--- config.mk ---
export PLATFORM = sky130hd
export DESIGN_NAME = score_countdown_multi_flat
export DESIGN_NICKNAME = d
export VERILOG_FILES = /design/src/rtl/score_countdown_multi_if.sv /design/src/rtl/score_countdown_multi.sv /design/src/flat_wrapper.sv
export SDC_FILE = /design/constraint.sdc
export NUM_CORES = 1
export LEC_CHECK = 0
export CORE_ASPECT_RATIO = 0.7
export CORE_MARGIN = 2
export CORE_UTILIZATION = 50
export CTS_CLUSTER_DIAMETER = 100
export DETAILED_ROUTE_END_ITERATION = 8
export PLACE_DENSITY = 0.78
export SYNTH_ARGS = -nofsm -noshare
export SYNTH_HDL_FRONTEND = slang
export SYNTH_SLANG_ARGS = --single-unit
--- constraint.sdc ---
create_clock -name clk -period 2.42 [get_ports clk]
set_input_delay 0.484 -clock clk [delete_from_list [all_inputs] [get_ports clk]]
set_output_delay 0.484 -clock clk [all_outputs]
set_load 0.02 [all_outputs]
--- src/rtl/score_countdown_multi_if.sv ---
// rtl/score_countdown_multi_if.sv - control/status bundle for the multi-player BCD score countdown
interface score_countdown_multi_if #(
    parameter int NUM_PLAYERS = 2,
    parameter int NUM_DIGITS  = 2
);
    localparam int SW = NUM_DIGITS * 4;
    localparam int WW = (NUM_PLAYERS > 1) ? $clog2(NUM_PLAYERS) : 1;

    logic                        start;
    logic [NUM_PLAYERS-1:0]      correctkey;
    logic [NUM_PLAYERS*SW-1:0]   score;
    logic [NUM_PLAYERS-1:0]      ended;
    logic                        game_over;
    logic [WW-1:0]               winner;
    logic                        running;

    // Game host side: issues start and key levels, observes scores and status.
    modport master (
        output start,
        output correctkey,
        input  score,
        input  ended,
        input  game_over,
        input  winner,
        input  running
    );

    // Countdown engine side.
    modport slave (
        input  start,
        input  correctkey,
        output score,
        output ended,
        output game_over,
        output winner,
        output running
    );
endinterface

--- src/rtl/score_countdown_multi.sv ---
// rtl/score_countdown_multi.sv - per-player BCD score countdown with first-to-zero winner detection
module score_countdown_multi #(
    parameter int                          NUM_PLAYERS = 2,
    parameter int                          NUM_DIGITS  = 2,
    parameter logic [NUM_DIGITS*4-1:0]     START_VALUE = 'h32
) (
    input  logic                  clk,
    input  logic                  resetn,
    score_countdown_multi_if.slave bus
);
    localparam int SW = NUM_DIGITS * 4;
    localparam int WW = (NUM_PLAYERS > 1) ? $clog2(NUM_PLAYERS) : 1;

    typedef enum logic [1:0] {
        ST_IDLE = 2'd0,
        ST_RUN  = 2'd1,
        ST_DONE = 2'd2
    } state_t;

    state_t                    r_state;
    logic [NUM_PLAYERS*SW-1:0] r_score;
    logic [NUM_PLAYERS-1:0]    r_ended;
    logic [NUM_PLAYERS-1:0]    r_key_prev;
    logic [WW-1:0]             r_winner;
    logic                      r_game_over;
    logic                      r_running;

    logic [NUM_PLAYERS-1:0]    w_edge;
    logic [NUM_PLAYERS*SW-1:0] w_dec_score;
    logic [NUM_PLAYERS-1:0]    w_hit;
    logic [WW-1:0]             w_win;

    // Subtract one from a packed BCD value, borrowing digit by digit (0 wraps to 9).
    function automatic logic [SW-1:0] bcd_dec(input logic [SW-1:0] v);
        logic [SW-1:0] r;
        logic          borrow;
        r      = v;
        borrow = 1'b1;
        for (int d = 0; d < NUM_DIGITS; d++) begin
            if (borrow) begin
                if (v[d*4 +: 4] == 4'd0) begin
                    r[d*4 +: 4] = 4'd9;
                end else begin
                    r[d*4 +: 4] = v[d*4 +: 4] - 4'd1;
                    borrow      = 1'b0;
                end
            end
        end
        return r;
    endfunction

    // Per-player edge detect, candidate decremented scores and zero-arrival detection.
    // Scanning from the top index down lets the lowest simultaneous arrival win.
    always_comb begin
        w_edge      = bus.correctkey & ~r_key_prev;
        w_dec_score = r_score;
        w_hit       = '0;
        w_win       = '0;
        for (int i = NUM_PLAYERS - 1; i >= 0; i--) begin
            if (w_edge[i]) begin
                w_dec_score[i*SW +: SW] = bcd_dec(r_score[i*SW +: SW]);
                if (w_dec_score[i*SW +: SW] == '0) begin
                    w_hit[i] = 1'b1;
                    w_win    = WW'(i);
                end
            end
        end
    end

    // Game state machine; start overrides everything, key history tracks every cycle.
    always_ff @(posedge clk or negedge resetn) begin
        if (!resetn) begin
            r_state     <= ST_IDLE;
            r_score     <= {NUM_PLAYERS{START_VALUE}};
            r_ended     <= '0;
            r_key_prev  <= '0;
            r_winner    <= '0;
            r_game_over <= 1'b0;
            r_running   <= 1'b0;
        end else begin
            r_key_prev <= bus.correctkey;
            if (bus.start) begin
                r_state     <= ST_RUN;
                r_score     <= {NUM_PLAYERS{START_VALUE}};
                r_ended     <= '0;
                r_winner    <= '0;
                r_game_over <= 1'b0;
                r_running   <= 1'b1;
            end else begin
                case (r_state)
                    ST_RUN: begin
                        r_score <= w_dec_score;
                        if (|w_hit) begin
                            r_ended     <= w_hit;
                            r_winner    <= w_win;
                            r_state     <= ST_DONE;
                            r_game_over <= 1'b1;
                            r_running   <= 1'b0;
                        end
                    end
                    ST_DONE: begin
                        r_state <= ST_DONE;
                    end
                    default: begin
                        r_state <= ST_IDLE;
                    end
                endcase
            end
        end
    end

    assign bus.score     = r_score;
    assign bus.ended     = r_ended;
    assign bus.game_over = r_game_over;
    assign bus.winner    = r_winner;
    assign bus.running   = r_running;
endmodule

--- src/flat_wrapper.sv ---
// flat-port wrapper written by rule: the top's interface ports become plain ports
module score_countdown_multi_flat 
#(
    parameter int                          NUM_PLAYERS = 2,
    parameter int                          NUM_DIGITS  = 2,
    parameter logic [NUM_DIGITS*4-1:0]     START_VALUE = 'h32
)
  (clk, resetn, bus_start, bus_correctkey, bus_score, bus_ended, bus_game_over, bus_winner, bus_running);
  score_countdown_multi_if #(.NUM_PLAYERS(NUM_PLAYERS), .NUM_DIGITS(NUM_DIGITS)) bus_i ();
  input  logic clk;
  input  logic resetn;
  input wire logic [$bits(bus_i.start)-1:0] bus_start;
  input wire logic [$bits(bus_i.correctkey)-1:0] bus_correctkey;
  output wire logic [$bits(bus_i.score)-1:0] bus_score;
  output wire logic [$bits(bus_i.ended)-1:0] bus_ended;
  output wire logic [$bits(bus_i.game_over)-1:0] bus_game_over;
  output wire logic [$bits(bus_i.winner)-1:0] bus_winner;
  output wire logic [$bits(bus_i.running)-1:0] bus_running;
  assign bus_i.start = bus_start;
  assign bus_i.correctkey = bus_correctkey;
  assign bus_score = bus_i.score;
  assign bus_ended = bus_i.ended;
  assign bus_game_over = bus_i.game_over;
  assign bus_winner = bus_i.winner;
  assign bus_running = bus_i.running;
  score_countdown_multi #(.NUM_PLAYERS(NUM_PLAYERS), .NUM_DIGITS(NUM_DIGITS), .START_VALUE(START_VALUE)) u_core (.clk(clk), .resetn(resetn), .bus(bus_i));
endmodule
==> impl_metrics.tcl, run 1 <==
set metrics [dict create \
    clk_path_buf_depth 2 \
    layout.area.seq_um2 633 \
    ys_dominant_reg_cell "dfrtp_1" \
    comb_power_share_pct 22.5 \
    wire_per_inst_um 13.4 \
    routed_via_density 5.31 \
    netSwitchingPower_mw 0.252 \
    finalHoldViolCount 0 \
    io_buffer_count 25 \
    sw_frac_of_total_pct 29.4 \
    fmax_mhz 482 \
    crit_required_ns 1.94 \
    clock_power_share_pct 21.6 \
    crit_fanout 10 \
    setup-tns-final_ns 0 \
    area_growth_pct 26.1 \
    dr_total_vias 914 \
    slew_viol_final 0 \
    wl_mm 2.30 \
    worst-setup-path-type "flip-flop to output port" \
    ys_ff_latch 25 \
    fillers 191 \
    yosys.area.top_type "dfrtp_1" \
    clk_latency_ns 0.32 \
    drive_gt1_share_pct 20.3 \
    synth_top_cell_area_share_pct 38.1 \
    reg2reg_setup_slack_ns 0.38 \
    power_frac_seq_pct 55.9 \
    grt_first_pass_wirelength_mm 3.93 \
    async_reset_ff_share_pct 100 \
    hp-class "input pin to asynchronous set/reset pin" \
    yosysWarnings 0 \
    grt_pass1_vias 854 \
    leakage_nw 0.582 \
    netlist_instances 111 \
    critical_path.top_delay_family "flip-flops" \
    reg2reg_from "u_core.r_state[1]$_DFFE_PN0P_" \
    ys_top_cells_by_area "dfrtp_1, dfstp_2, nor2_1, a21oi_1, nand4bb_1" \
    cap_violations 0 \
    hold_buffers 0 \
    rsz0062_at_grt "no" \
    ys_types 42 \
    overflow 0 \
    fin_nets 145 \
    tritoncts "yes" \
    setup_violations 0 \
    status "finished clean" \
    ff2ff_path_depth 6 \
    cts_resized 0 \
    r2r_end "u_core.bus.score[13]$_DFFE_PN1P_" \
    cts.sinks 25 \
    htreeDepth 1 \
    worstPathArrival_ns 1.59 \
    crit_path_end_kind "output port" \
    cts_buffers 3 \
    tightest_slew_ns 0.393 \
    dp_hpwl_mm 1.68 \
    ir_worst_vdd_mv 0.353 \
    row_count 15 \
    yosysSeqAreaShare_pct 50.8 \
    cts_setup_buffers 0 \
    slew_headroom_pct 73.6 \
    path_clk_slew_ns 0.14 \
    grt.total_usage_pct 17.9 \
    synthTopCellsByCount "dfrtp_1, nor2_1, a21oi_1" \
    dieWidth_um 63.7 \
    crit_slowest_cell "dfstp_2" \
    n_antenna_cell 0 \
    syn_avg_cell_area_um2 11.2 \
    yosys.cell_count.top_type "dfrtp_1" \
    path_cells "clkdlybuf4s50_1" \
    first_pass_iters 2 \
    die_y_um 45.8 \
    cp.buffers_inverters 1 \
    dieArea_mm2 0.00292 \
    core_mm2 0.00242 \
    cts-root-buf "clkbuf_4" \
    pwr_density_cell_mw_per_mm2 543 \
    grt_max_degree 26 \
    synth-edff-count 0 \
    ios 26 \
    worstSetupPathDepth 1 \
    crit_start "u_core.bus.score[1]$_DFFE_PN1P_" \
    syn_nets 117 \
    final_antenna_net_count 0 \
    globalplace.congestion 0.837 \
    startpoint_type "flip-flop" \
    worst_clock_skew_ns 0.00646 \
    multi_input_area_um2 567 \
    antenna_found_initial 0 \
    holdWs_ns 0.497 \
    start_util_pct 51.5 \
    min_period_ns 2.07 \
    drt_iter0_markers 27 \
    slowest_delay_ns 0.64 \
    synth_area_mm2 0.00125 \
    internal-power_mw 0.603 \
    period_share_pct 85.7 \
    total_power_mw 0.854 \
    drc 0 \
    crit_end "bus_score[1]" \
]
==> per-layer routing <==
metal | share of wire, % | GRT usage, % | up-vias
met5 | 0 | 0 | -
met4 | 0.35 | 3.91 | 0
met3 | 4.2 | 6.19 | 2
met2 | 44 | 27.2 | 16
met1 | 52 | 25.1 | 437
li1 | - | - | 459
==> final cells by class <==
| class | instances | share of cell area [%] |
|---|---|---|
| sequential | 25 | 40.3 |
| multi-input combinational | 75 | 36.0 |
| timing repair buffer | 30 | 18.3 |
| tap | 34 | 2.70 |
| clock buffer | 3 | 1.43 |
| inverter | 4 | 0.955 |
| clock inverter | 1 | 0.318 |
==> logic make-up (layout without fill, tap and decap cells) <==
kind of cell | count (synthesis) | count (layout) | synth area share [%]
adder cells (fa/ha/maj) | 1 | 1 | 1.00
flip-flops | 25 | 25 | 50.8
AO/OA/AOI/OAI | 23 | 23 | 13.4
buffers and inverters | 11 | 38 | 3.81
AND/OR/NAND/NOR | 45 | 45 | 26.2
multiplexers | 2 | 2 | 2.01
XOR/XNOR | 4 | 4 | 2.81
==> metrics by stage <==
stage | cells | cell area, µm² | setup WS (ns) | utilization (%)
3_5_place_dp | 168 | 1550 | 0.192 | 63.8
5_1_grt | 172 | 1570 | 0.185 | 65.0
3_3_place_gp | 168 | 1550 | 0.232 | 63.8
2_1_floorplan | 111 | 1250 | 0.548 | -
4_1_cts | 172 | 1570 | 0.333 | 65.0
6_report | 172 | 1570 | 0.347 | 65.0
==> worst min path at each step <==
stage	start	endpoint	slack, ns	depth (start not counted)
final	resetn	u_core.bus.winner$_DFFE_PN0P_	0.50	2
after global routing	resetn	u_core.bus.ended[1]$_DFFE_PN0P_	0.52	2
after CTS	u_core.bus.running$_DFFE_PN0P_	u_core.bus.running$_DFFE_PN0P_	0.50	1
after detailed placement	u_core.bus.running$_DFFE_PN0P_	u_core.bus.running$_DFFE_PN0P_	0.47	1
after global placement	u_core.bus.running$_DFFE_PN0P_	u_core.bus.running$_DFFE_PN0P_	0.46	1
after floorplan	resetn	u_core.bus.ended[0]$_DFFE_PN0P_	0.19	0
==> power groups by stage <==
stage	sequential, mW	clock [mW]	combinational, mW
floorplan	0.492	0	0.119
global placement	0.483	0	0.187
detailed placement	0.485	0	0.194
CTS	0.477	0.192	0.195
global route	0.482	0.209	0.212
finish	0.477	0.185	0.192
==> layout by cell type (no fill, tap or decap), types with 3 or more instances in the layout <==
cell type / Yosys / routed
clkdlybuf4s50_1: 0 / 25
dfrtp_1: 19 / 19
nor2_1: 11 / 11
a21oi_1: 7 / 7
dfstp_2: 6 / 6
nand2_1: 5 / 5
buf_4: 1 / 5
inv_1: 4 / 4
or3_1: 4 / 4
nand4bb_1: 3 / 3
nor4_1: 3 / 3
xnor2_1: 3 / 3
nor3_1: 3 / 3
clkbuf_4: 0 / 3
==> flip-flops by register name, indices dropped and copies added (netlist names) <==
name / count
u_core.bus.game_over: 1
u_core.r_key_prev: 2
u_core.bus.ended: 2
u_core.r_state: 2
u_core.bus.winner: 1
u_core.bus.running: 1
u_core.bus.score: 16
Power figures use the tool's default switching activity.
==> inputs of run 2 (changes only) <==
PLACE_DENSITY = 0.74   (was 0.78)
==> run 2 against run 1 <==
  * Clock skew increased by 0.016 ns
  * Sequential share of layout area increased by 0.32 points
  * Count of clock-buffer cells in the layout unchanged
  * Flip-flop and latch count unchanged
  * First-iteration DRC count increased by 93%
  * Total power increased by 1.6%
  * Cell area decreased by 0.80%
  * Cell count decreased by 1.2%
  * Hold slack got worse by 0.016 ns
  * Critical path depth increased by 5
  * Critical endpoint is now u_core.bus.score[6]$_DFFE_PN0P_
==> impl_metrics.tcl, run 2 (synthesis results as in run 1) <==
set metrics [dict create \
    drc 0 \
    ff2ff_path_depth 6 \
    period_share_pct 87.7 \
    slew_viol_final 0 \
    dieWidth_um 63.7 \
    largest_reg_flops 16 \
    power_frac_seq_pct 55.1 \
    final_antenna_net_count 0 \
    antenna_found_initial 0 \
    htreeDepth 1 \
    min_period_ns 2.12 \
    ios 26 \
    cap_violations 0 \
    worst-setup-path-type "flip-flop to flip-flop" \
    crit_path_end_kind "flip-flop" \
    start_util_pct 51.5 \
    globalplace.congestion 0.787 \
    dr_total_vias 950 \
    worst_clock_skew_ns 0.0224 \
    clock_power_share_pct 23.1 \
    slowest_delay_ns 0.54 \
    grt_max_degree 26 \
    io_buffer_count 25 \
    hp-class "input pin to asynchronous set/reset pin" \
    ir_worst_vdd_mv 0.308 \
    slew_headroom_pct 73.6 \
    area_growth_pct 25.1 \
    grt_pass1_vias 870 \
    layout_commonest_cell "clkdlybuf4s50_1" \
    overflow 0 \
    drt_iter0_markers 52 \
    place_ws_ns 0.128 \
    rsz0062_at_grt "no" \
    cts_buffers 3 \
    tightest_slew_ns 0.393 \
    wire_per_inst_um 14.4 \
    hold_buffers 0 \
    cts_resized 0 \
    comb_power_share_pct 21.9 \
    dieArea_mm2 0.00292 \
    status "finished clean" \
    fmax_mhz 471 \
    reg2reg_from "u_core.r_state[1]$_DFFE_PN0P_" \
    wl_mm 2.45 \
    fin_nets 143 \
    cts.sinks 25 \
    netSwitchingPower_mw 0.268 \
    setup-tns-final_ns 0 \
    layout_common_cells "clkdlybuf4s50_1, dfrtp_1, nor2_1" \
    pwr_density_cell_mw_per_mm2 556 \
    cts-root-buf "clkbuf_4" \
    path_cells "inv_1 -> ha_1 -> nand4bb_1 -> or4_4 -> nor4b_2 -> a31o_1" \
    internal-power_mw 0.600 \
    cts_setup_buffers 0 \
    layout_setup_ws_ns 0.298 \
    r2r_end "u_core.bus.score[6]$_DFFE_PN0P_" \
    die_y_um 45.8 \
    crit_slowest_cell "or4_4" \
    sw_frac_of_total_pct 30.8 \
    core_mm2 0.00242 \
    path_clk_slew_ns 0.16 \
    leakage_nw 0.570 \
    n_antenna_cell 0 \
    crit_fanout 9 \
    drive_gt1_share_pct 19.1 \
    dp_hpwl_mm 1.74 \
    row_count 15 \
    crit_required_ns 2.72 \
    reg2reg_setup_slack_ns 0.30 \
    first_pass_iters 6 \
    clk_path_buf_depth 2 \
    grt_first_pass_wirelength_mm 4.12 \
    setup_violations 0 \
    grt.total_usage_pct 18.7 \
    clk_latency_ns 0.34 \
    startpoint_type "flip-flop" \
    finalHoldViolCount 0 \
    worstPathArrival_ns 2.42 \
    tritoncts "yes" \
    routed_via_density 5.59 \
]
-- run 2: critical path: cells and delay by family (launching register included) --
| family | cells | cell delay [ns] |
|---|---|---|
| adders and majority gates | 1 | 0.35 |
| AOI/OAI and AO/OA | 1 | 0.12 |
| and+or+nand+nor | 3 | 1.14 |
| DFF | 1 | 0.39 |
| buffers and inverters | 1 | 0.08 |
-- run 2: area by class of cell --
| cell class | instances | area, µm² |
|---|---|---|
| clock buffers | 3 | 22.5 |
| clock inverters | 1 | 7.51 |
| fillers | 194 | 861 |
| inverters | 4 | 15.0 |
| multi-input cells | 75 | 567 |
| flip-flops and latches | 25 | 633 |
| well taps | 34 | 42.5 |
| repair buffers | 28 | 273 |
-- run 2: routing by layer --
metal	wire, µm	GRT usage, %	vias to the layer above	share of wire (%)
met5	0	0	-	0
met4	11	2.61	0	0.45
met3	119	4.46	3	4.9
met2	1110	29.5	31	45
met1	1220	27.3	457	50
li1	-	-	459	-
-- run 2: worst max path at each step --
stage | from | end | slack [ns]
after global placement | bus_correctkey[0] | u_core.bus.score[6]$_DFFE_PN0P_ | 0.20
after floorplan | u_core.r_state[1]$_DFFE_PN0P_ | u_core.bus.score[13]$_DFFE_PN1P_ | 0.55
after CTS | u_core.r_state[1]$_DFFE_PN0P_ | u_core.bus.score[6]$_DFFE_PN0P_ | 0.29
after detailed placement | bus_correctkey[0] | u_core.bus.score[6]$_DFFE_PN0P_ | 0.13
after global routing | u_core.r_state[1]$_DFFE_PN0P_ | u_core.bus.score[6]$_DFFE_PN0P_ | 0.16
final | u_core.r_state[1]$_DFFE_PN0P_ | u_core.bus.score[6]$_DFFE_PN0P_ | 0.30
-- run 2: stage by stage --
step	instance area, µm²	utilization (%)	hold WS (ns)	std cells	power (mW)
3_5_place_dp	1530	63.2	0.470	166	0.675
5_1_grt	1560	64.4	0.510	170	0.917
6_report	1560	64.4	0.481	170	0.868
3_3_place_gp	1530	63.2	0.458	166	0.665
2_1_floorplan	1250	-	0.188	111	0.610
4_1_cts	1560	64.4	0.498	170	0.870
-- run 2: power by group through the flow --
stage | Combinational (mW) | Sequential (mW) | Clock [mW]
2_1_floorplan | 0.119 | 0.492 | 0
3_3_place_gp | 0.183 | 0.482 | 0
3_5_place_dp | 0.190 | 0.485 | 0
4_1_cts | 0.191 | 0.478 | 0.201
5_1_grt | 0.208 | 0.484 | 0.225
6_report | 0.190 | 0.478 | 0.200
==> inputs of run 3 (changes only) <==
CORE_UTILIZATION = 53   (was 50)
PLACE_DENSITY = 0.78   (was 0.74)
SETUP_SLACK_MARGIN = 0.2   (was not set)
clock period = 2.7 ns   (was 2.42 ns; I/O delays follow)
==> run 3 against run 2 <==
  * Flip-flop and latch count unchanged
  * Register-to-register slack improved by 0.20 ns
  * Via count is 1.3% higher
  * Critical path depth is the same
  * Non-clock buffer count shrank 1
  * Critical path type unchanged
==> impl_metrics.tcl, run 3 (synthesis results as in run 1) <==
set metrics [dict create \
    grt_first_pass_wirelength_mm 4.31 \
    dp_hpwl_mm 1.78 \
    cts_setup_buffers 0 \
    reg2reg_setup_slack_ns 0.50 \
    tightest_slew_ns 0.558 \
    maxUsedRoutingLayer "met4" \
    finalHoldViolCount 0 \
    holdPathEnd "u_core.bus.running$_DFFE_PN0P_" \
    reg2reg_from "u_core.r_state[1]$_DFFE_PN0P_" \
    pwr_density_cell_mw_per_mm2 491 \
    dieArea_mm2 0.00276 \
    clk_path_buf_depth 2 \
    crit_fanout 9 \
    setup_violations 0 \
    worst_clock_skew_ns 0.00361 \
    netSwitchingPower_mw 0.227 \
    fmax_mhz 454 \
    clock_power_share_pct 22.3 \
    globalplace.congestion 0.730 \
    cts-root-buf "clkbuf_4" \
    hold_start "u_core.bus.running$_DFFE_PN0P_" \
    worst-setup-path-type "flip-flop to flip-flop" \
    cts_buffers 3 \
    slowest_delay_ns 0.51 \
    fin_nets 142 \
    core_mm2 0.00219 \
    cts.sinks 25 \
    layout_common_cells "clkdlybuf4s50_1, dfrtp_1, nor2_1" \
    worstPathArrival_ns 2.46 \
    overflow 0 \
    internal-power_mw 0.533 \
    wl_mm 2.48 \
    startpoint_type "flip-flop" \
    slew_viol_final 0 \
    largest_reg_flops 16 \
    grt_pass1_vias 911 \
    r2r_end "u_core.bus.score[13]$_DFFE_PN1P_" \
    fin_area_mm2 0.00155 \
    path_common_cell "or3_1" \
    dr_wl_met3_um 149 \
    dpl_cell_area_mm2 0.00152 \
    dr_total_vias 962 \
    io_buffer_count 25 \
    crit_path_end_kind "flip-flop" \
    path_cells "inv_1 -> ha_1 -> nand4bb_1 -> or3_1 -> o21a_1 -> or3_1" \
    hp-class "flip-flop to flip-flop" \
    start_util_pct 57.0 \
    grt.total_usage_pct 21.6 \
    drive_gt1_share_pct 18.5 \
    first_pass_iters 4 \
    final_antenna_net_count 0 \
    dieWidth_um 62.0 \
    drt_iter0_markers 21 \
    antenna_found_initial 0 \
    ios 26 \
    wire_per_inst_um 14.9 \
    min_path_cells 1 \
    rsz0062_at_grt "no" \
    ff2ff_path_depth 6 \
    grt_max_degree 26 \
    sw_frac_of_total_pct 29.9 \
    htreeDepth 1 \
    routed_via_density 5.76 \
    area_growth_pct 24.1 \
    power_frac_seq_pct 56.3 \
    crit_required_ns 2.96 \
    row_count 14 \
    period_share_pct 81.6 \
    crit_slowest_cell "or3_1" \
    fillers 166 \
    min_period_ns 2.20 \
    n_antenna_cell 0 \
    cap_violations 0 \
    status "finished clean" \
    leakage_nw 0.569 \
    comb_power_share_pct 21.4 \
    clk_latency_ns 0.32 \
    layout_commonest_cell "clkdlybuf4s50_1" \
    tritoncts "yes" \
    wl_met1_mm 1.16 \
    ir_worst_vdd_mv 0.303 \
    met2_length_mm 1.16 \
    hold_buffers 0 \
    cts_resized 0 \
    drc 0 \
    setup-tns-final_ns 0 \
    die_y_um 44.6 \
    path_clk_slew_ns 0.14 \
    slew_headroom_pct 62.7 \
]
[run 3: cell types whose count changed in the layout (fill, tap and decap cells not counted), sizes merged]
cell and delta:
clkinv +1, buf -1, clkinvlp -1
[run 3: layer usage]
layer | global-route usage [%] | vias to the layer above
met2 | 30.4 | 32
met4 | 5.53 | 0
met1 | 32.1 | 470
met3 | 6.73 | 2
met5 | 0 | -
li1 | - | 458
[run 3: worst max-delay path by stage]
stage,to,from,slack (ns)
after CTS,u_core.bus.score[13]$_DFFE_PN1P_,u_core.r_state[1]$_DFFE_PN0P_,0.52
after detailed placement,u_core.bus.score[13]$_DFFE_PN1P_,bus_correctkey[1],0.26
final,u_core.bus.score[13]$_DFFE_PN1P_,u_core.r_state[1]$_DFFE_PN0P_,0.50
after global routing,u_core.bus.score[14]$_DFFE_PN0P_,u_core.r_state[1]$_DFFE_PN0P_,0.31
after floorplan,u_core.bus.score[13]$_DFFE_PN1P_,u_core.r_state[1]$_DFFE_PN0P_,0.83
after global placement,u_core.bus.score[13]$_DFFE_PN1P_,bus_correctkey[1],0.34
[run 3: critical path, delay by kind of cell (launching register included)]
family	cells	cell delay, ns
simple gates	3	1.16
compound gates	1	0.20
flops	1	0.39
buf+inv	1	0.07
fa+ha+maj	1	0.33
[run 3: power by group through the flow]
stage | Clock, mW | Sequential [mW] | Combinational (mW)
4_1_cts | 0.172 | 0.428 | 0.164
6_report | 0.170 | 0.428 | 0.163
3_5_place_dp | 0 | 0.435 | 0.163
5_1_grt | 0.187 | 0.433 | 0.182
3_3_place_gp | 0 | 0.433 | 0.161
2_1_floorplan | 0 | 0.441 | 0.106
[run 3: layout make-up]
class | count | area (µm²) | share of cell area (%)
tap | 32 | 40.0 | 2.59
sequential | 25 | 633 | 40.9
clock inverter | 1 | 5.00 | 0.323
multi-input combinational | 75 | 567 | 36.6
timing repair buffer | 27 | 265 | 17.1
clock buffer | 3 | 22.5 | 1.46
inverter | 4 | 15.0 | 0.970
[run 3: through the flow]
stage	utilization (%)	setup WS (ns)	hold slack, ns	total power [mW]	cells
after floorplan	-	0.828	0.244	0.547	111
after global placement	69.4	0.337	0.458	0.594	163
after detailed placement	69.4	0.259	0.469	0.597	163
after CTS	70.7	0.524	0.501	0.764	167
after global routing	70.7	0.308	0.525	0.802	167
final	70.7	0.496	0.497	0.760	167
